[src/rtl/fp_mul_result_fifo.sv]
// In-order result queue behind the FP32 multiplier: buffers {product, ovrf, udrf},
// classifies the head entry and accumulates sticky exception flags until software clears them.
module fp_mul_result_fifo #(
    parameter int DEPTH = 4,                   // power of 2, at least 2
    parameter int CW    = $clog2(DEPTH + 1)
) (
    input  logic          clk,
    input  logic          rst,
    input  logic          in_valid,
    output logic          in_ready,
    input  logic [31:0]   fp_Z,
    input  logic          ovrf,
    input  logic          udrf,
    output logic          out_valid,
    input  logic          out_ready,
    output logic [31:0]   out_data,
    output logic          out_ovrf,
    output logic          out_udrf,
    output logic [1:0]    out_class,
    output logic [CW-1:0] count,
    output logic [1:0]    fflags,
    input  logic          fflags_clr
);

    localparam int AW = $clog2(DEPTH);

    typedef struct packed {
        logic [31:0] data;
        logic        ovrf;
        logic        udrf;
    } entry_t;

    typedef enum logic [1:0] {
        CLS_NORMAL = 2'b00,
        CLS_ZERO   = 2'b01,
        CLS_INF    = 2'b10,
        CLS_NAN    = 2'b11
    } fp_class_e;

    entry_t        mem [DEPTH];
    entry_t        head;
    logic [AW-1:0] wr_ptr;
    logic [AW-1:0] rd_ptr;
    logic          enq;
    logic          deq;
    logic [7:0]    head_exp;
    logic [22:0]   head_frac;

    // Status comes only from registered count, so in_ready never depends on out_ready.
    assign in_ready  = (count != CW'(DEPTH));
    assign out_valid = (count != '0);
    assign enq       = in_valid && in_ready;
    assign deq       = out_valid && out_ready;

    // NOTE: storage is cleared on reset so the head reads as zero, not stale data, after reset.
    always_ff @(posedge clk or posedge rst) begin
        if (rst) begin
            for (int i = 0; i < DEPTH; i++) begin
                mem[i] <= '0;
            end
        end else if (enq) begin
            mem[wr_ptr] <= {fp_Z, ovrf, udrf};
        end
    end

    // NOTE: every state register uses non-blocking assignment so all updates see pre-edge values.
    always_ff @(posedge clk or posedge rst) begin
        if (rst) begin
            wr_ptr <= '0;
            rd_ptr <= '0;
            count  <= '0;
            fflags <= 2'b00;
        end else begin
            if (enq) wr_ptr <= wr_ptr + AW'(1);
            if (deq) rd_ptr <= rd_ptr + AW'(1);
            case ({enq, deq})
                2'b10:   count <= count + CW'(1);
                2'b01:   count <= count - CW'(1);
                default: count <= count;
            endcase
            // A clear coinciding with an enqueue keeps the incoming flags.
            fflags <= (fflags_clr ? 2'b00 : fflags) | ({ovrf, udrf} & {2{enq}});
        end
    end

    assign head      = mem[rd_ptr];
    assign out_data  = head.data;
    assign out_ovrf  = head.ovrf;
    assign out_udrf  = head.udrf;
    assign head_exp  = head.data[30:23];
    assign head_frac = head.data[22:0];

    // NOTE: out_class gets a default before the decode so no latch can be inferred.
    always_comb begin
        out_class = CLS_NORMAL;
        if (head_exp == 8'h00 && head_frac == '0) begin
            out_class = CLS_ZERO;
        end else if (head_exp == 8'hFF) begin
            out_class = (head_frac == '0) ? CLS_INF : CLS_NAN;
        end
    end

endmodule

[config.mk]
export PLATFORM = sky130hd
export DESIGN_NAME = fp_mul_result_fifo
export DESIGN_NICKNAME = d
export VERILOG_FILES = /design/src/rtl/fp_mul_result_fifo.sv
export SDC_FILE = /design/constraint.sdc
export NUM_CORES = 1
export LEC_CHECK = 0
export BUFFER_PORTS_ARGS = -buffer_cell sky130_fd_sc_hd__buf_2
export CORE_MARGIN = 2
export CORE_UTILIZATION = 37
export CTS_CLUSTER_DIAMETER = 60
export DETAILED_ROUTE_END_ITERATION = 6
export GPL_TIMING_DRIVEN = 0
export PLACE_DENSITY_LB_ADDON = 0.05
export SLEW_MARGIN = 15
export SYNTH_ARGS = -nofsm -noshare
export SYNTH_HDL_FRONTEND = slang
export SYNTH_SLANG_ARGS = --single-unit
[constraint.sdc]
create_clock -name clk -period 7 [get_ports clk]
set_clock_uncertainty 0.15 [all_clocks]
set_input_delay 1.4 -clock clk [delete_from_list [all_inputs] [get_ports clk]]
set_output_delay 1.4 -clock clk [all_outputs]
set_load 0.03 [all_outputs]
==> results by group, run 1 <==
Synthesis
  • Syn Area/Cell: 16.4 um2
  • #FFs+latches synth: 145
  • Post-Syn Nets: 435
  • Syn Inst Count: 390
  • Synth unique cells: 29
  • Warnings, synthesis: 0
  • Post-Syn Area: 0.00641 mm2
  • Sequential area share after synthesis: 56.6%

Detailed routing
  • Drt first pass iters: 4
  • Via density: 5.06
  • Antenna-violating nets left: 0
  • Routed vias: 3,694
  • Initial DRC Count: 157
  • Wire length per cell: 20.0 um
  • Drt drc: 0
  • Final wirelength: 14,600 um

GRT
  • Initial antenna violation count: 1
  • Grt total ovfl: 0
  • Global-route wire length before repair: 23,200 um
  • Number of global-route vias before repair: 4,001
  • Largest net degree at the start of global routing: 109
  • GRT Total Usage: 17.3%

Timing
  • Setup_tns: 0 ps
  • RSZ-0062 raised after global routing: no
  • Min cycle time layout: 5110 ps
  • Slew Limit Fails: 0
  • Final setup viols: 0
  • Fmax: 196 MHz
  • Post-route clock period utilization: 73.0%
  • Worst Max-Slew Pin Slew: 1060 ps
  • Final hold vios: 0
  • Slew HR: 29.3%

Status
  • Outcome: completed

Clock tree
  • Worst-path clk slew: 60 ps
  • Clock Latency Late Sink: 420 ps
  • Depth of the CTS H-tree: 4
  • CTS tree: yes
  • Num CTS Buffers: 17
  • # hold bufs at CTS: 0
  • Clock sink count: 145
  • Root buffer cell: clkbuf_16
  • Max clock buf depth: 2
  • CTS resizes: 0
  • Post-CTS Setup Repair Bufs: 0

Worst setup path
  • CP Capture Type: output port
  • Critical path arrival: 3560 ps
  • Path depth of the worst reg2reg path: 7
  • Reg2reg end: mem[32]$_DFFE_PP0P_
  • Worst EP required: 5450 ps
  • Largest delay contributor family on the critical path: buffers and inverters
  • CP Buf/Inv Count: 3
  • Ordered cell list for the critical path: buf_2 > clkbuf_1 > mux4_2 > nor4_1 > nand4_1 > o31ai_1 > buf_2
  • CP max FO: 10
  • CP max-delay cell: clkbuf_1
  • Reg-to-reg setup timing slack: 4680 ps
  • R2R Path Start: count[0]$_DFFE_PP0P_
  • Cell mode on critical path: buf_2
  • CP startpoint kind: flip-flop
  • Slowest cell delay on critical path: 830 ps
  • Critical path class: flip-flop to output port

Pwr
  • Largest vdd supply drop: 256 uV
  • Power per Cell Area: 574 mW/mm2
  • Leakage: 3.39 nW

Layout
  • Layout area overhead: 21.5%
  • Final instance area: 0.00778 mm2
  • Layout cells sized above 1: 35.7%
  • Nets@finish: 536

Die
  • Die W: 136 um
  • Row cnt: 48
  • Initial core utilization: 37.4%
  • Core area: 0.0171 mm2
  • Die height: 136 um
  • Die area: 0.0184 mm2
  • I/O Pins: 82

Min path
  • Worst hold endpoint: mem[65]$_DFFE_PP0P_
  • Worst min path class: flip-flop to flip-flop
  • WHS Path Cells: 1
  • Worst hold start: mem[65]$_DFFE_PP0P_

Placed design
  • Dpl hpwl: 9870 um
  • GPL Wtd Cong: 0.707
  • Input/output buffers: 81
  • Area of placed instances: 0.00713 mm2

Flow run
  • Max cap viols: 0
## report_power, final
| part | switching (mW) | leakage, nW | internal, mW | total [mW] |
|---|---|---|---|---|
| sequential | 0.205 | 1.72 | 1.27 | 1.47 |
| combinational | 1.15 | 1.36 | 0.852 | 2.00 |
| clock | 0.351 | 0.308 | 0.640 | 0.991 |
## cell type report
class | count | area, um2
Fill cell | 1568 | 9330
Multi-Input combinational cell | 215 | 2610
Buffer | 21 | 131
Clock buffer | 18 | 439
Inverter | 9 | 41.3
Clock inverter | 14 | 213
Timing Repair Buffer | 82 | 433
Sequential cell | 145 | 3630
Tap cell | 225 | 282
Antenna cell | 1 | 2.50
## cells in the mapped netlist (all sizes together)
cell	count	share of area (%)
or3	1	0.098
nor4	7	0.78
mux2i	1	0.16
and2	2	0.20
mux4	34	12
clkbuf	1	0.059
xnor2	3	0.41
buf	20	2.0
fa	1	0.31
mux2	136	24
o21ai	4	0.31
xor2	3	0.41
inv	9	0.53
o31ai	1	0.12
nand2	10	0.59
nor2	2	0.12
nand3	1	0.078
ha	5	0.98
nand4	3	0.29
dfrtp	145	57
nor3	1	0.078
## worst max-delay path by stage
stage	slack (ps)	cells after the start	end	startpoint
floorplan	1560	1	count[0]$_DFFE_PP0P_	rst
global placement	-170	2	mem[0]$_DFFE_PP0P_	rst
detailed placement	2270	7	out_class[0]	rd_ptr[1]$_DFFE_PP0P_
CTS	1810	7	out_class[0]	rd_ptr[1]$_DFFE_PP0P_
global route	1730	7	out_class[0]	rd_ptr[1]$_DFFE_PP0P_
finish	1890	7	out_class[0]	rd_ptr[1]$_DFFE_PP0P_
## sequential cells by signal (all words and copies together), names as in the netlist
name	flops
count	3
fflags	2
mem	136
rd_ptr	2
wr_ptr	2
## per-stage QoR
| step | power [mW] | setup slack [ps] | hold slack (ps) | std cells | utilization [%] |
|---|---|---|---|---|---|
| final | 4.46 | 1890 | 334 | 730 | 45.5 |
| after global routing | 4.74 | 1730 | 347 | 729 | 45.5 |
| after global placement | 3.47 | -168 | 318 | 696 | 41.4 |
| after floorplan | 2.94 | 1560 | 309 | 390 | - |
| after CTS | 4.53 | 1810 | 338 | 729 | 45.5 |
| after detailed placement | 3.53 | 2270 | 325 | 697 | 41.6 |
## cell usage in the layout (no fill, tap or decap), types with 2 or more instances in the layout
cell,count
mux2_1,126
buf_1,2
clkinvlp_4,4
xor2_1,3
mux4_2,34
inv_1,6
mux2_2,10
bufinv_16,5
clkbuf_16,17
inv_2,2
dfrtp_1,145
clkinv_2,3
clkinv_4,2
nand2_1,10
buf_2,95
buf_6,2
nor2_1,2
nor4_1,6
and2_1,2
o21ai_0,3
nand4_1,3
xnor2_1,3
ha_1,5
## logic make-up (layout without fill, tap and decap cells)
group	after synthesis	after routing	share of synthesized area [%]
multiplexers	171	171	36.0
buffers and inverters	30	144	2.58
AO/OA/AOI/OAI	5	5	0.430
AND/OR/NAND/NOR	27	27	2.23
adder cells (fa/ha/maj)	6	6	1.29
other	0	1	0
flip-flops	145	145	56.6
XOR/XNOR	6	6	0.820
## worst register-to-register path, stage by stage, from the launching register on
cell and delay (ps):
dfrtp_1 420, inv_2 90, nand3_1 80, and2_1 160
buf_2 180, nand2_1 350, buf_2 400, mux2_1 370
## metal layers
metal  vias to the layer above  global-route usage (%)  wire, um
met5                         -                       0         0
met4                         0                    5.73       222
met3                        15                    4.60       581
met2                        64                    27.2      7060
met1                      1958                    23.5      6710
li1                       1657                       -         -
(Power assumes the default switching activity.)
==> inputs of run 2 (changes only) <==
==> constraint.sdc (replaced) <==
create_clock -name clk -period 4.85 [get_ports clk]
set_clock_uncertainty 0.15 [all_clocks]
set_input_delay 0.97 -clock clk [delete_from_list [all_inputs] [get_ports clk]]
set_output_delay 0.97 -clock clk [all_outputs]
set_load 0.03 [all_outputs]
==> run 2 against run 1 <==
Wire length fell by 0.23%. Hold slack barely moved. Sequential share of layout area rose by 0.23 points. Sequential power rose by 45%. Setup slack got worse by 1600 ps. Combinational power rose by 44%. Core utilization fell by 0.22 points. Register-to-register slack got worse by 2100 ps. Total power rose by 40%. Non-clock buffer count rose by 3. Global-route usage barely moved. Largest power group unchanged.
==> results by group, run 2 (synthesis gave the netlist of run 1 again) <==
Layout
  • Reg with most FFs: mem (unchanged)
  • Layout cells sized above 1: 35.8% (was 35.7%)
  • Max reg flops: 136 (unchanged)
  • Nets@finish: 539 (was 536)
  • N_diodes: 0 (was 1)
  • Final instance area: 0.00774 mm2 (was 0.00778 mm2)
  • Most frequent cells in the layout: dfrtp_1 (145), mux2_1 (126), buf_2 (95), mux4_2 (34), clkbuf_16 (17) (unchanged)
  • Largest registers: mem x136, count x3 (unchanged)
  • Post-route insts no fill: 730 (unchanged)
  • Most common cell after layout, fill and taps aside: dfrtp_1 (unchanged)
  • Layout area overhead: 20.9% (was 21.5%)
  • Final core occ: 45.2% (was 45.5%)

Timing
  • Setup_tns: 0 ps (unchanged)
  • Worst Max-Slew Pin Slew: 952 ps (was 1060 ps)
  • Slew Limit Fails: 0 (unchanged)
  • Final hold vios: 0 (unchanged)
  • Slew HR: 36.5% (was 29.3%)
  • RSZ-0062 raised after global routing: no (unchanged)
  • Fmax: 218 MHz
  • Min cycle time layout: 4590 ps
  • Post-route clock period utilization: 94.7%
  • Final setup viols: 0 (unchanged)

Worst setup path
  • CP startpoint kind: flip-flop (unchanged)
  • Critical path arrival: 3470 ps (was 3560 ps)
  • CP Capture Type: output port (unchanged)
  • CP max FO: 10 (unchanged)
  • Worst EP required: 3730 ps (was 5450 ps)
  • Reg-to-reg setup timing slack: 2580 ps (was 4680 ps)
  • Critical path class: flip-flop to output port (unchanged)

Detailed routing
  • Routed vias: 3,643 (was 3,694)
  • Via density: 4.99 (was 5.06)
  • Initial DRC Count: 146 (was 157)
  • Drt first pass iters: 4 (unchanged)
  • Drt drc: 0 (unchanged)
  • Final wirelength: 14,500 um (was 14,600 um)
  • Antenna-violating nets left: 0 (unchanged)
  • Wire length per cell: 19.9 um (was 20.0 um)

Pwr
  • Largest vdd supply drop: 357 uV (was 256 uV)
  • Pwr Total: 6.26 mW (was 4.46 mW)
  • Power per Cell Area: 808 mW/mm2 (was 574 mW/mm2)
  • Leakage: 3.37 nW (was 3.39 nW)

Clock tree
  • Clock Latency Late Sink: 420 ps (about the same)
  • Max clock buf depth: 2 (unchanged)
  • Depth of the CTS H-tree: 4 (unchanged)
  • Post-CTS Setup Repair Bufs: 0 (unchanged)
  • Worst-path clk slew: 60 ps (about the same)
  • CTS tree: yes (unchanged)
  • Clock sink count: 145 (unchanged)
  • # hold bufs at CTS: 0 (unchanged)
  • CTS resizes: 0 (unchanged)
  • Num CTS Buffers: 17 (unchanged)
  • Root buffer cell: clkbuf_16 (unchanged)

GRT
  • Grt total ovfl: 0 (unchanged)
  • Global-route wire length before repair: 22,900 um (was 23,200 um)
  • GRT Total Usage: 17.3% (about the same)
  • Most Crowded Layer GR: met2 (unchanged)
  • Number of global-route vias before repair: 3,951 (was 4,001)
  • GRT met1 Usage: 23.0% (was 23.5%)
  • Initial antenna violation count: 1 (unchanged)
  • Met3 Use GR: 4.49% (was 4.60%)
  • M2 GR Usage: 27.4% (was 27.2%)
  • Largest net degree at the start of global routing: 37 (was 109)

Placed design
  • Input/output buffers: 81 (unchanged)
  • Dpl cells: 700 (was 697)
  • GPL Wtd Cong: 0.706 (was 0.707)
  • Area of placed instances: 0.00718 mm2 (was 0.00713 mm2)
  • Dpl hpwl: 10,100 um (was 9870 um)

Die
  • Die area: 0.0184 mm2 (unchanged)
  • Row cnt: 48 (unchanged)
  • Core area: 0.0171 mm2 (unchanged)
  • Initial core utilization: 37.4% (unchanged)
  • Die W: 136 um (unchanged)
  • I/O Pins: 82 (unchanged)
  • Die height: 136 um (unchanged)

Min path
  • Worst min path class: flip-flop to flip-flop (unchanged)

Flow run
  • Max cap viols: 0 (unchanged)

Status
  • Outcome: completed (unchanged)
-- run 2: cell count changes in the layout (fill, tap and decap cells not counted), moves of 2 or more --
cell       delta
buf_12        +4
clkinv_2      +2
bufinv_16     -3
clkinv_4      -2
-- run 2: per-stage QoR --
| stage | hold WS [ps] | setup slack (ps) |
|---|---|---|
| 4_1_cts | 340 | 86.0 |
| 5_1_grt | 345 | 68.3 |
| 6_report | 334 | 258 |
| 2_1_floorplan | 309 | 1250 |
| 3_3_place_gp | 318 | 607 |
| 3_5_place_dp | 326 | 568 |
-- run 2: layer usage --
| metal | wire length [um] | up-vias |
|---|---|---|
| met4 | 207 | 2 |
| met1 | 6680 | 1912 |
| met2 | 7120 | 58 |
| li1 | - | 1656 |
| met3 | 520 | 15 |
| met5 | 13 | - |
-- run 2: path summary, 6_finish.rpt --
| check | startpoint | end | cells past startpoint |
|---|---|---|---|
| worst max-delay path | rd_ptr[1]$_DFFE_PP0P_ | out_class[0] | 7 |
| min in group asynchronous | rst | fflags[0]$_DFF_PP0_ | 2 |
| max in group asynchronous | rst | mem[118]$_DFFE_PP0P_ | 4 |
| worst min-delay path | mem[23]$_DFFE_PP0P_ | mem[23]$_DFFE_PP0P_ | 1 |
| worst min register to register | mem[23]$_DFFE_PP0P_ | mem[23]$_DFFE_PP0P_ | 1 |
| worst max register to register | count[0]$_DFFE_PP0P_ | mem[26]$_DFFE_PP0P_ | 7 |
-- run 2: critical path, cell delays in order (launching register included) --
cell and delay, ps:
dfrtp_1 320, buf_2 250, clkbuf_1 750, mux4_2 460, nor4_1 410, nand4_1 310, o31ai_1 310, buf_2 240
-- run 2: area by class of cell --
type | count | area [um2]
multi-input cells | 215 | 2610
plain buffers | 21 | 131
inverters | 9 | 37.5
clock buffers | 19 | 453
fillers | 1571 | 9370
repair buffers | 85 | 485
well taps | 225 | 282
clock inverters | 11 | 115
flip-flops and latches | 145 | 3630
-- run 2: power by group --
part	switching (mW)	internal, mW
Clock	0.487	0.772
Sequential	0.298	1.83
Combinational	1.64	1.23
==> inputs of run 3 (changes only) <==
--- a/config.mk
+++ b/config.mk
@@ -6,6 +6,7 @@
 export NUM_CORES = 1
 export LEC_CHECK = 0
 export BUFFER_PORTS_ARGS = -buffer_cell sky130_fd_sc_hd__buf_2
+export CORE_ASPECT_RATIO = 0.7
 export CORE_MARGIN = 2
 export CORE_UTILIZATION = 37
 export CTS_CLUSTER_DIAMETER = 60
==> run 3 against run 2 <==
Via count up 0.33%. Global-route usage up 0.24 points. Cell area up 1.1%. Sequential power about the same. Critical path depth unchanged. Hold slack better by 1.7 ps. Count of clock-buffer cells in the layout up 1. Total power up 3.2%. Critical path type unchanged.
==> results by group, run 3 (synthesis gave the netlist of run 1 again) <==
Timing
  • Worst Max-Slew Pin Slew: 940 ps (was 952 ps)
  • Post-route clock period utilization: 93.9% (was 94.7%)
  • Final setup viols: 0 (unchanged)
  • Setup_tns: 0 ps (unchanged)
  • Slew Limit Fails: 0 (unchanged)
  • Final hold vios: 0 (unchanged)
  • Slew HR: 37.3% (was 36.5%)
  • Min cycle time layout: 4550 ps (was 4590 ps)
  • Final worst slack: 295 ps (was 258 ps)
  • Fmax: 220 MHz (was 218 MHz)
  • Hold slack: 336 ps (was 334 ps)
  • RSZ-0062 raised after global routing: no (unchanged)

GRT
  • Grt total ovfl: 0 (unchanged)
  • Number of global-route vias before repair: 3,963 (was 3,951)
  • GRT Total Usage: 17.5% (was 17.3%)
  • Global-route wire length before repair: 23,400 um (was 22,900 um)
  • Initial antenna violation count: 1 (unchanged)
  • Largest net degree at the start of global routing: 37 (unchanged)

Clock tree
  • Clock Latency Late Sink: 420 ps (about the same)
  • # hold bufs at CTS: 0 (unchanged)
  • Root buffer cell: clkbuf_16 (unchanged)
  • Depth of the CTS H-tree: 4 (unchanged)
  • CTS tree: yes (unchanged)
  • Post-CTS Setup Repair Bufs: 0 (unchanged)
  • CTS resizes: 0 (unchanged)
  • Max clock buf depth: 2 (unchanged)
  • Num CTS Buffers: 17 (unchanged)
  • Clock sink count: 145 (unchanged)
  • Worst-path clk slew: 60 ps (about the same)

Layout
  • Footprint of the multi-input gates: 0.00261 mm2 (unchanged)
  • Layout cells sized above 1: 35.8% (about the same)
  • Largest registers: mem x136, count x3 (unchanged)
  • Most common cell after layout, fill and taps aside: dfrtp_1 (unchanged)
  • N_diodes: 0 (unchanged)
  • Nets@finish: 539 (unchanged)
  • Layout area overhead: 22.3% (was 20.9%)
  • Most frequent cells in the layout: dfrtp_1 (145), mux2_1 (126), buf_2 (95), mux4_2 (34), clkbuf_16 (17) (unchanged)
  • Fill cell count: 1,527 (was 1,571)
  • Final instance area: 0.00783 mm2 (was 0.00774 mm2)
  • Register area: 0.00363 mm2 (unchanged)
  • Reg with most FFs: mem (unchanged)
  • Max reg flops: 136 (unchanged)

Worst setup path
  • Worst EP required: 3730 ps (about the same)
  • Ordered cell list for the critical path: buf_2 > buf_1 > mux4_2 > nor4_1 > nand4_1 > o31ai_1 > buf_2 (was buf_2 > clkbuf_1 > mux4_2 > nor4_1 > nand4_1 > o31ai_1 > buf_2)
  • Cell mode on critical path: buf_2 (unchanged)
  • Slowest cell delay on critical path: 740 ps (was 750 ps)
  • Critical path arrival: 3430 ps (was 3470 ps)
  • CP Capture Type: output port (unchanged)
  • CP max FO: 10 (unchanged)
  • Critical path class: flip-flop to output port (unchanged)
  • CP startpoint kind: flip-flop (unchanged)
  • CP max-delay cell: buf_1 (was clkbuf_1)

Flow run
  • Max cap viols: 0 (unchanged)

Pwr
  • Largest vdd supply drop: 426 uV (was 357 uV)
  • Pwr Total: 6.46 mW (was 6.26 mW)
  • Leakage: 3.42 nW (was 3.37 nW)
  • Power per Cell Area: 825 mW/mm2 (was 808 mW/mm2)

Detailed routing
  • Routed vias: 3,655 (was 3,643)
  • Initial DRC Count: 144 (was 146)
  • Wire length per cell: 20.2 um (was 19.9 um)
  • Via density: 4.96 (was 4.99)
  • Antenna-violating nets left: 0 (unchanged)
  • Drt drc: 0 (unchanged)
  • Drt first pass iters: 4 (unchanged)
  • Final wirelength: 14,900 um (was 14,500 um)

Die
  • I/O Pins: 82 (unchanged)
  • Die area: 0.0184 mm2 (about the same)
  • Die height: 114 um (was 136 um)
  • Core area: 0.0171 mm2 (about the same)
  • Initial core utilization: 37.5% (was 37.4%)
  • Row cnt: 40 (was 48)
  • Die W: 161 um (was 136 um)

Placed design
  • Worst slack, placed: 659 ps (was 568 ps)
  • Dpl hpwl: 10,300 um (was 10,100 um)
  • Area of placed instances: 0.00719 mm2 (was 0.00718 mm2)
  • GPL Wtd Cong: 0.715 (was 0.706)
  • Input/output buffers: 81 (unchanged)

Min path
  • Worst min path class: flip-flop to flip-flop (unchanged)

Status
  • Outcome: completed (unchanged)
-- run 3: worst paths after layout --
path                       slack [ps]  cells past startpoint                     to                  start
max                               300                      7           out_class[0]  rd_ptr[1]$_DFFE_PP0P_
min                               340                      1    mem[25]$_DFFE_PP0P_    mem[25]$_DFFE_PP0P_
max reg2reg                      2590                      7    mem[21]$_DFFE_PP0P_   count[0]$_DFFE_PP0P_
min reg2reg                       340                      1    mem[25]$_DFFE_PP0P_    mem[25]$_DFFE_PP0P_
max in group asynchronous        3320                      4  wr_ptr[0]$_DFFE_PP0P_                    rst
min in group asynchronous         470                      2   mem[109]$_DFFE_PP0P_                    rst
-- run 3: cell type report --
type | count | share of cell area [%]
Buffer | 21 | 1.68
Clock buffer | 20 | 5.83
Clock inverter | 11 | 2.36
Inverter | 9 | 0.479
Multi-Input combinational cell | 215 | 33.3
Sequential cell | 145 | 46.3
Tap cell | 231 | 3.69
Timing Repair Buffer | 85 | 6.29
-- run 3: per-stage QoR --
step | std cells | util [%]
floorplan | 390 | -
finish | 737 | 45.9
detailed placement | 706 | 42.1
global placement | 702 | 41.6
global route | 737 | 45.9
CTS | 737 | 45.9
-- run 3: per-layer routing --
metal,up-vias,wire length [um],track usage [%]
met2,63,6460,25.4
met1,1913,7610,25.5
li1,1662,-,-
met4,2,207,6.31
met5,-,13,0
met3,15,589,4.78
-- run 3: power by group --
group	switching [mW]	internal [mW]	total, mW	leakage (nW)
logic	1.65	1.23	2.89	1.39
clock network	0.510	0.933	1.44	0.312
registers	0.297	1.83	2.13	1.72
-- run 3: worst max-delay path, delay by kind of cell, from the launching register on --
kind / cells / cell delay (ps)
compound gates: 1 / 330
buf+inv: 3 / 1230
flops: 1 / 320
mux: 1 / 430
simple gates: 2 / 700
